## config.mk

```make
export PLATFORM = sky130hd
export DESIGN_NAME = seg_display_capture
export DESIGN_NICKNAME = d
export VERILOG_FILES = /design/src/rtl/seg_display_capture.sv
export SDC_FILE = /design/constraint.sdc
export NUM_CORES = 1
export LEC_CHECK = 0
export BUFFER_PORTS_ARGS = -buffer_cell sky130_fd_sc_hd__buf_2
export CAP_MARGIN = 20
export CORE_MARGIN = 3
export CORE_UTILIZATION = 58
export CTS_CLUSTER_DIAMETER = 40
export DETAILED_ROUTE_END_ITERATION = 10
export GPL_TIMING_DRIVEN = 0
export PLACE_DENSITY = 0.74
export REMOVE_ABC_BUFFERS = 1
export SLEW_MARGIN = 20
export SYNTH_ARGS = -nofsm -noshare
export SYNTH_HDL_FRONTEND = slang
export SYNTH_SLANG_ARGS = --single-unit
```

## constraint.sdc

```tcl
create_clock -name clk -period 8.1 [get_ports clk]
set_clock_uncertainty 0.2 [all_clocks]
set_input_delay 2.025 -clock clk [delete_from_list [all_inputs] [get_ports clk]]
set_output_delay 2.025 -clock clk [all_outputs]
set_load 0.02 [all_outputs]
```

## src/rtl/seg_display_capture.sv

```systemverilog
// -----------------------------------------------------------------------------
// seg_display_capture
//
// Receive side of the calculator's 4-digit multiplexed 7-segment display.
// Watches the 14 segment lines and the two digit-pair strobes, waits for each
// strobe phase to be held stable, then rebuilds the 10-bit displayed value.
//
// Ports
//   clk          in   1   system clock
//   rst_n        in   1   synchronous reset, active low
//   seg_in       in   14  [13:7] high digit of pair, [6:0] low digit; {g,f,e,d,c,b,a}
//   power13      in   1   digits 1 (thousands) and 3 (tens) enabled
//   power24      in   1   digits 2 (hundreds) and 4 (ones) enabled
//   value        out  10  last good decoded value, held between frames
//   value_valid  out  1   pulse: new frame decoded, value updated
//   dash_err     out  1   pulse: all four digits showed a dash
//   code_err     out  1   pulse: illegal pattern, mixed dash/digit, or value > 1023
//   timeout      out  1   pulse: phase B not accepted in time after phase A
//   state_dbg    out  2   FSM state (0 IDLE, 1 WAIT_B, 2 EVAL)
//
// Handshake: there is no back-pressure. Each result pulse is a single-cycle
// strobe; at most one of value_valid/dash_err/code_err/timeout is high in any
// cycle, and value is only meaningful (and only changes) with value_valid.
// -----------------------------------------------------------------------------
module seg_display_capture #(
  parameter int STABLE_CYCLES  = 4,
  parameter int TIMEOUT_CYCLES = 4096
) (
  input  logic        clk,
  input  logic        rst_n,
  input  logic [13:0] seg_in,
  input  logic        power13,
  input  logic        power24,
  output logic [9:0]  value,
  output logic        value_valid,
  output logic        dash_err,
  output logic        code_err,
  output logic        timeout,
  output logic [1:0]  state_dbg
);

  // stab_cnt saturates one above STABLE_CYCLES so the accept condition
  // (count == STABLE_CYCLES) is true for exactly one cycle per hold.
  localparam int SW = $clog2(STABLE_CYCLES + 2);
  localparam int TW = $clog2(TIMEOUT_CYCLES + 1);
  localparam logic [SW-1:0] STABLE_V  = SW'(STABLE_CYCLES);
  localparam logic [TW-1:0] TOUT_LAST = TW'(TIMEOUT_CYCLES - 1);

  typedef enum logic [1:0] {
    PH_BLANK = 2'd0,
    PH_A     = 2'd1,
    PH_B     = 2'd2
  } phase_t;

  typedef enum logic [1:0] {
    S_IDLE   = 2'd0,
    S_WAIT_B = 2'd1,
    S_EVAL   = 2'd2
  } state_t;

  phase_t        phase_in;
  phase_t        phase_s, phase_p;
  logic [13:0]   seg_s, seg_p;
  logic [SW-1:0] stab_cnt;
  logic          accept_a, accept_b;

  state_t        state, state_n;
  logic [6:0]    d1, d2, d3, d4;
  logic [TW-1:0] tcnt;
  logic          latch_a, latch_b, tcnt_clr, tcnt_inc;
  logic          vv_n, de_n, ce_n, to_n;
  logic [9:0]    value_n;

  logic [5:0]    c1, c2, c3, c4;
  logic          all_dash, any_dash, any_ill;
  logic [13:0]   sum;

  // Returns {illegal, dash, digit[3:0]}. A fully dark digit is a suppressed
  // leading zero and decodes as 0.
  function automatic logic [5:0] decode_seg(input logic [6:0] s);
    logic [5:0] r;
    case (s)
      7'b0111111: r = {2'b00, 4'd0};
      7'b0000110: r = {2'b00, 4'd1};
      7'b1011011: r = {2'b00, 4'd2};
      7'b1001111: r = {2'b00, 4'd3};
      7'b1100110: r = {2'b00, 4'd4};
      7'b1101101: r = {2'b00, 4'd5};
      7'b1111101: r = {2'b00, 4'd6};
      7'b0000111: r = {2'b00, 4'd7};
      7'b1111111: r = {2'b00, 4'd8};
      7'b1101111: r = {2'b00, 4'd9};
      7'b0000000: r = {2'b00, 4'd0};
      7'b1000000: r = {2'b01, 4'd0};
      default:    r = {2'b10, 4'd0};
    endcase
    return r;
  endfunction

  always_comb begin
    case ({power13, power24})
      2'b10:   phase_in = PH_A;
      2'b01:   phase_in = PH_B;
      default: phase_in = PH_BLANK;
    endcase
  end

  // Two sample stages: seg_s/phase_s is the current sample, seg_p/phase_p the
  // previous one. When the count reaches STABLE_CYCLES, seg_p holds the
  // sample that completed the hold.
  always_ff @(posedge clk) begin
    if (!rst_n) begin
      seg_s    <= '0;
      seg_p    <= '0;
      phase_s  <= PH_BLANK;
      phase_p  <= PH_BLANK;
      stab_cnt <= '0;
    end else begin
      seg_s   <= seg_in;
      phase_s <= phase_in;
      seg_p   <= seg_s;
      phase_p <= phase_s;
      if (phase_s == PH_BLANK || phase_s != phase_p || seg_s != seg_p)
        stab_cnt <= SW'(1);
      else if (stab_cnt <= STABLE_V)
        stab_cnt <= stab_cnt + SW'(1);
    end
  end

  assign accept_a = (stab_cnt == STABLE_V) && (phase_p == PH_A);
  assign accept_b = (stab_cnt == STABLE_V) && (phase_p == PH_B);

  // Frame evaluation, only consumed in S_EVAL.
  always_comb begin
    c1       = decode_seg(d1);
    c2       = decode_seg(d2);
    c3       = decode_seg(d3);
    c4       = decode_seg(d4);
    all_dash = c1[4] & c2[4] & c3[4] & c4[4];
    any_dash = c1[4] | c2[4] | c3[4] | c4[4];
    any_ill  = c1[5] | c2[5] | c3[5] | c4[5];
    sum      = 14'(c1[3:0]) * 14'd1000 + 14'(c2[3:0]) * 14'd100
             + 14'(c3[3:0]) * 14'd10   + 14'(c4[3:0]);
  end

  always_comb begin
    state_n  = state;
    latch_a  = 1'b0;
    latch_b  = 1'b0;
    tcnt_clr = 1'b0;
    tcnt_inc = 1'b0;
    vv_n     = 1'b0;
    de_n     = 1'b0;
    ce_n     = 1'b0;
    to_n     = 1'b0;
    value_n  = value;
    case (state)
      S_IDLE: begin
        if (accept_a) begin
          latch_a  = 1'b1;
          tcnt_clr = 1'b1;
          state_n  = S_WAIT_B;
        end
      end
      S_WAIT_B: begin
        if (accept_b) begin
          latch_b  = 1'b1;
          tcnt_clr = 1'b1;
          state_n  = S_EVAL;
        end else if (accept_a) begin
          // A fresh A hold replaces d1/d3 and restarts the window.
          latch_a  = 1'b1;
          tcnt_clr = 1'b1;
        end else if (tcnt >= TOUT_LAST) begin
          to_n     = 1'b1;
          tcnt_clr = 1'b1;
          state_n  = S_IDLE;
        end else begin
          tcnt_inc = 1'b1;
        end
      end
      S_EVAL: begin
        state_n = S_IDLE;
        if (all_dash) begin
          de_n = 1'b1;
        end else if (any_ill || any_dash) begin
          ce_n = 1'b1;
        end else if (sum > 14'd1023) begin
          ce_n = 1'b1;
        end else begin
          vv_n    = 1'b1;
          value_n = sum[9:0];
        end
      end
      default: state_n = S_IDLE;
    endcase
  end

  always_ff @(posedge clk) begin
    if (!rst_n) begin
      state <= S_IDLE;
    end else begin
      state <= state_n;
    end
  end

  always_ff @(posedge clk) begin
    if (!rst_n) begin
      value       <= '0;
      value_valid <= 1'b0;
      dash_err    <= 1'b0;
      code_err    <= 1'b0;
      timeout     <= 1'b0;
      d1          <= '0;
      d2          <= '0;
      d3          <= '0;
      d4          <= '0;
      tcnt        <= '0;
    end else begin
      value       <= value_n;
      value_valid <= vv_n;
      dash_err    <= de_n;
      code_err    <= ce_n;
      timeout     <= to_n;
      if (latch_a) begin
        d1 <= seg_p[13:7];
        d3 <= seg_p[6:0];
      end
      if (latch_b) begin
        d2 <= seg_p[13:7];
        d4 <= seg_p[6:0];
      end
      if (tcnt_clr)
        tcnt <= '0;
      else if (tcnt_inc && tcnt != TOUT_LAST)
        tcnt <= tcnt + TW'(1);
    end
  end

  assign state_dbg = state;

endmodule

```

### Word-level counts from Yosys, hierarchy flattened

Index checks and enable logic that the tools add are counted.

| storage, ports and cells | value |
|---|---|
| output and inout bits | 16 |
| word-level logic and storage cells | 154 |
| input port bits | 18 |
| bits in registers | 92 |

| operators by class | value |
|---|---|
| reduce and logical (&&, ||, !) cells | 25 |
| eq/ne operators | 57 |
| bitwise gates (word level) | 15 |
| multiplexer cells | 29 |
| $mul | 3 |
| magnitude comparators | 3 |
| add/subtract/negate cells | 5 |

Operators with widths:

| cell | number |
|---|---|
| $pmux 6 s11 | 4 |
| $eq 7x7->1 const B | 32 |
| $eq 7x3->1 const B | 8 |
| $eq 7x6->1 const B | 4 |
| $logic_not 7->1 | 4 |
| $mux 1 | 17 |
| $add 14x11->14 | 1 |
| $add 14x4->14 | 1 |
| $add 14x8->14 | 1 |
| $gt 14x10->1 const B | 1 |
| $ne 14x14->1 | 1 |
| $add 13x1->13 const B | 1 |
| $ge 13x12->1 const B | 1 |
| $ne 13x12->1 const B | 1 |
| $reduce_or 2->1 | 6 |
| $mul 4x7->11 const B | 1 |
| $mul 4x5->9 const B | 1 |
| $mux 2 | 4 |
| $pmux 2 s2 | 2 |
| $reduce_or 4->1 | 2 |
| $mul 4x3->7 const B | 1 |
| $eq 2x1->1 const B | 3 |
| $eq 2x2->1 const B | 3 |
| $ne 3x3->1 const B | 2 |
| 17 further kinds | 35 |

### Longest topological paths before layout

| depth | value |
|---|---|
| depth in word-level cells | 10 |
| depth in mapped cells | 26 |
| depth with buffers taken out | 24 |

### Least setup slack after synthesis

Ideal clock, no wire load.

| path | value |
|---|---|
| path kind | flip-flop to flip-flop |
| from | reg d1[5] |
| to | reg value[0] |
| library setup time | 72 ps |
| path slack | 1997 ps |
| arrival | 5832 ps |
| cell stages (with the launch flop) | 24 |
| cells stage by stage | dfxtp_1 buf_2 or3b_1 a2111oi_2 o21ai_2 fa_1 inv_1 fa_1 inv_1 ha_1 a21o_1 a21oi_1 xnor2_1 ha_1 ha_1 ha_1 and3_1 and3_1 a311oi_1 xor2_1 nand2_1 nor4b_2 buf_6 mux2i_1 |

| on the way | value |
|---|---|
| longest elaborated chain between the ends | 10 |
| elaborated cells between the ends (all ways) | 33 |
| those cells by class | add/sub: 3; mul: 1; order compare: 1; eq/ne: 11; mux: 1; bitwise: 12; reduce/logical: 4 |

RTL lines:

| item | line | RTL |
|---|---|---|
| start: declaration | 68 | `logic [6:0] d1, d2, d3, d4;` |
| start signal: assignment | 226 | `d1 <= seg_p[13:7];` |
| $eq 7x6->1 or $logic_not 7->1 (tied branches) | 82 | `case (s)` |
| $reduce_or 2->1 (no line) | -- |  |
| $pmux 6 s11 (*) | 82 |  |
| $mul 4x7->11 | 142 | `sum = 14'(c1[3:0]) * 14'd1000 + 14'(c2[3:0]) * 14'd100` |
| $add 14x11->14 | 142 |  |
| $add 14x8->14 | 143 | `+ 14'(c3[3:0]) * 14'd10 + 14'(c4[3:0]);` |
| $add 14x4->14 | 143 |  |
| $gt 14x10->1 | 188 | `end else if (sum > 14'd1023) begin` |
| $not 1->1 (no line) | -- |  |
| $reduce_and 4->1 (no line) (*) | -- |  |
| end signal: assignment | 220 | `value <= value_n;` |
| end: declaration | 34 | `output logic [9:0] value,` |

Mark *: on every way between the ends. The rest lies on a longest branch, timed or not.
A chain may end at the register's enable or synchronous reset.

### Worst setup path after layout

| path | value |
|---|---|
| from | reg d1[0] |
| to | reg value[4] |

| on the way | value |
|---|---|
| longest elaborated chain between the ends | 10 |
| elaborated cells between the ends (all ways) | 33 |
| those cells by class | add/sub: 3; mul: 1; order compare: 1; eq/ne: 11; mux: 1; bitwise: 12; reduce/logical: 4 |

RTL lines:

| item | line |
|---|---|
| $eq 7x6->1 or $logic_not 7->1 (tied branches) | 82 |
| $reduce_or 2->1 (no line) | -- |
| $pmux 6 s11 (*) | 82 |
| $mul 4x7->11 | 142 |
| $add 14x11->14 | 142 |
| $add 14x8->14 | 143 |
| $add 14x4->14 | 143 |
| $gt 14x10->1 | 188 |
| $not 1->1 (no line) | -- |
| $reduce_and 4->1 (no line) | -- |

Marked as above.

==> flow_summary.toml <==
[hold_path]
hold_path_class = "reg2reg"

[clock_network]
numCtsBuffers = 9
clockBufferDepth = 2
post_cts_buffers = 0
clkLatencyLatePin_ns = 0.37
tritoncts = "built"
h-tree-depth = 3
clk_pin_slew_worst_paths_ns = 0.10
ctsHoldBuffers = 0
clock-sinks = 92
cts-root-buf = "clkbuf_8"
cts.repair.resized = 0

[route]
avgViaCountPerCell = 5.70
drtIter0Drc = 300
num_vias = 4749
post_drt_wl_per_cell_microns = 14.2
drt-total-wl_mm = 11.8
post-route-drc-count = 0
ant_nets = 0
dr.pass1.iters = 4

[critical_path]
slowest_stage = "fa_1"
crit_top_cell = "ha_1"
critPathMaxStageDelay_ns = 0.67
cp.required_ns = 8.21
worstSetupEndpointType = "register"
cp_cell_sequence = "or3b_1 > a2111oi_2 > o21ai_2 > fa_1 > inv_1 > fa_1 > inv_1 > ha_1 > a21o_1 > a21oi_1 > xnor2_1 > ha_1 > ha_1 > ha_1 > and3_1 > and3_1 > a311oi_1 > xor2_1 > nand2_1 > nor4b_4 > buf_4 > mux2i_1"
crit_fanout = 9
crit_arrival_ns = 6.93
critical_path_class = "reg2reg"
cp-start-kind = "register"

[layout]
insertedDiodeCount = 0
fin_area_sq_um = 6420
multi_input_area_sq_um = 3840
final-seq-area_sq_um = 1840
nFillCells = 868
final_cell_count_no_fill = 833
final_util_pct = 64.8
area_growth_pct = 6.87
fin_nets = 783
mostFrequentLayoutCells = "92 x dfxtp_1, 62 x nand2_1, 53 x ha_1"
final_common_cell = "dfxtp_1"
layout-drive-gt1-share_pct = 9.14

[logic_synthesis]
async_flop_share_pct = 0
syn_area_sq_um = 6010
ys_ff_latch = 92
syn_inst = 685
synth_flop_cell = "dfxtp_1"
synth_edf_count = 0
syn_area_per_cell_sq_um = 8.77
synth.area.top_cells = "dfxtp_1 31%, ha_1 11%, fa_1 5.7%"
yosysTopAreaCell = "dfxtp_1"
synth.yosys.warnings = 0
yosysUniqueCellTypes = 65
synth_sequential_area_ratio_pct = 30.6
synth_top_area_share_pct = 30.6

[grt]
track_usage_pct = 22.2
grt_pass1_vias = 4584
grt_pass1_wl_mm = 20.8
overflow = 0
grt_max_degree = 90
antenna_found_initial = 0

[floorplanning]
io_pins = 34
num_rows = 36
die_h_microns = 108
die_area_sq_um = 11600
die_w_microns = 108
core_sq_um = 9910
initial_utilization_pct = 60.6

[timing]
fin_crit_ns = 6.83
slew_violations = 0
fin_crit_sh_pct = 84.3
hold_violations = 0
tns_ns = 0
setup_viol = 0
relSlewSlack_pct = 37.4
max_freq_ghz = 0.147
rsz0062_at_grt = "no"
worstMarginPinSlew_ns = 0.915

[pwr]
power.total_uw = 848
peakVddDrop_uv = 127
p_leak_nw = 2.85
powerDensity_nw_per_um2 = 132

[place]
dp_cells = 817
placed_cell_area_sq_um = 6190
hpwlAfterDp_mm = 9.03
port_buffers = 33
gp_congestion = 0.910

[run]
cap_violations = 0

[outcome]
status = "completed"
==> worst paths after layout <==
| check | cells past startpoint | slack [ns] | end | start |
|---|---|---|---|---|
| setup / recovery | 22 | 1.27 | value[4] | d1[0] |
| hold / removal | 2 | 0.26 | value[1] | value[1] |
| setup reg to reg | 22 | 1.27 | value[4] | d1[0] |
| hold reg to reg | 2 | 0.26 | value[1] | value[1] |
==> per-layer routing <==
metal  GRT usage [%]  vias to the layer above  part of all wire (%)
met2            35.5                       87                    47
li1                -                     2392                     -
met5               0                        -                     0
met1            29.2                     2241                    46
met3            3.48                       29                   3.3
met4            10.6                        0                   3.4
==> critical path, delay by kind of cell, from the launching register on <==
family,cells,cell delay [ns]
adder cells (fa/ha/maj),6,2.46
AND/OR/NAND/NOR,5,1.32
AO/OA/AOI/OAI,5,1.24
flip-flops,1,0.49
XOR/XNOR,2,0.44
buffers and inverters,3,0.41
multiplexers,1,0.20
==> cell usage after synthesis (9+ instances only) <==
master    number
a21oi_1       19
nand4_1       10
nor4_1        12
nor2_1        46
a21o_1         9
and2_1        32
xor2_1        18
inv_1         39
nor2b_1       16
ha_1          53
fa_1          17
nor3_1        10
nand3_1       32
a21boi_0      17
xnor2_1       25
mux2i_1       27
dfxtp_1       92
o21ai_0       34
nand2_1       62
clkbuf_1      23
==> registers in the layout, summed over array words and instances, names as in the netlist, 7 cells and up <==
signal	flops
seg_p	14
seg_s	14
tcnt	13
value	10
d1	7
d2	7
d3	7
d4	7
==> per-stage QoR <==
stage | worst slack, ns | hold slack [ns]
2_1_floorplan | 1.46 | 0.230
4_1_cts | 1.27 | 0.264
6_report | 1.27 | 0.260
3_5_place_dp | 1.30 | 0.249
3_3_place_gp | 0.712 | 0.239
5_1_grt | 0.808 | 0.277
==> where the power goes <==
group	internal [mW]	switching, mW
logic	0.0136	0.0116
registers	0.459	0.00628
clock network	0.179	0.177
==> kinds of logic (layout without fill, tap and decap cells) <==
logic type / count (synthesis) / in the layout / share of synthesized area (%)
compound gates: 111 / 111 / 12.3
xor+xnor: 44 / 44 / 6.54
fa+ha+maj: 70 / 70 / 16.7
buf+inv: 76 / 91 / 5.60
flops: 92 / 92 / 30.6
mux: 27 / 27 / 4.50
simple gates: 265 / 265 / 23.7
==> cell type report <==
class,count,area share (%)
timing repair buffer,36,3.02
clock buffer,9,1.93
inverter,39,2.28
tap,133,2.59
clock inverter,7,1.64
sequential,92,28.7
multi-input combinational,517,59.9
Power figures use the tool's default switching activity.
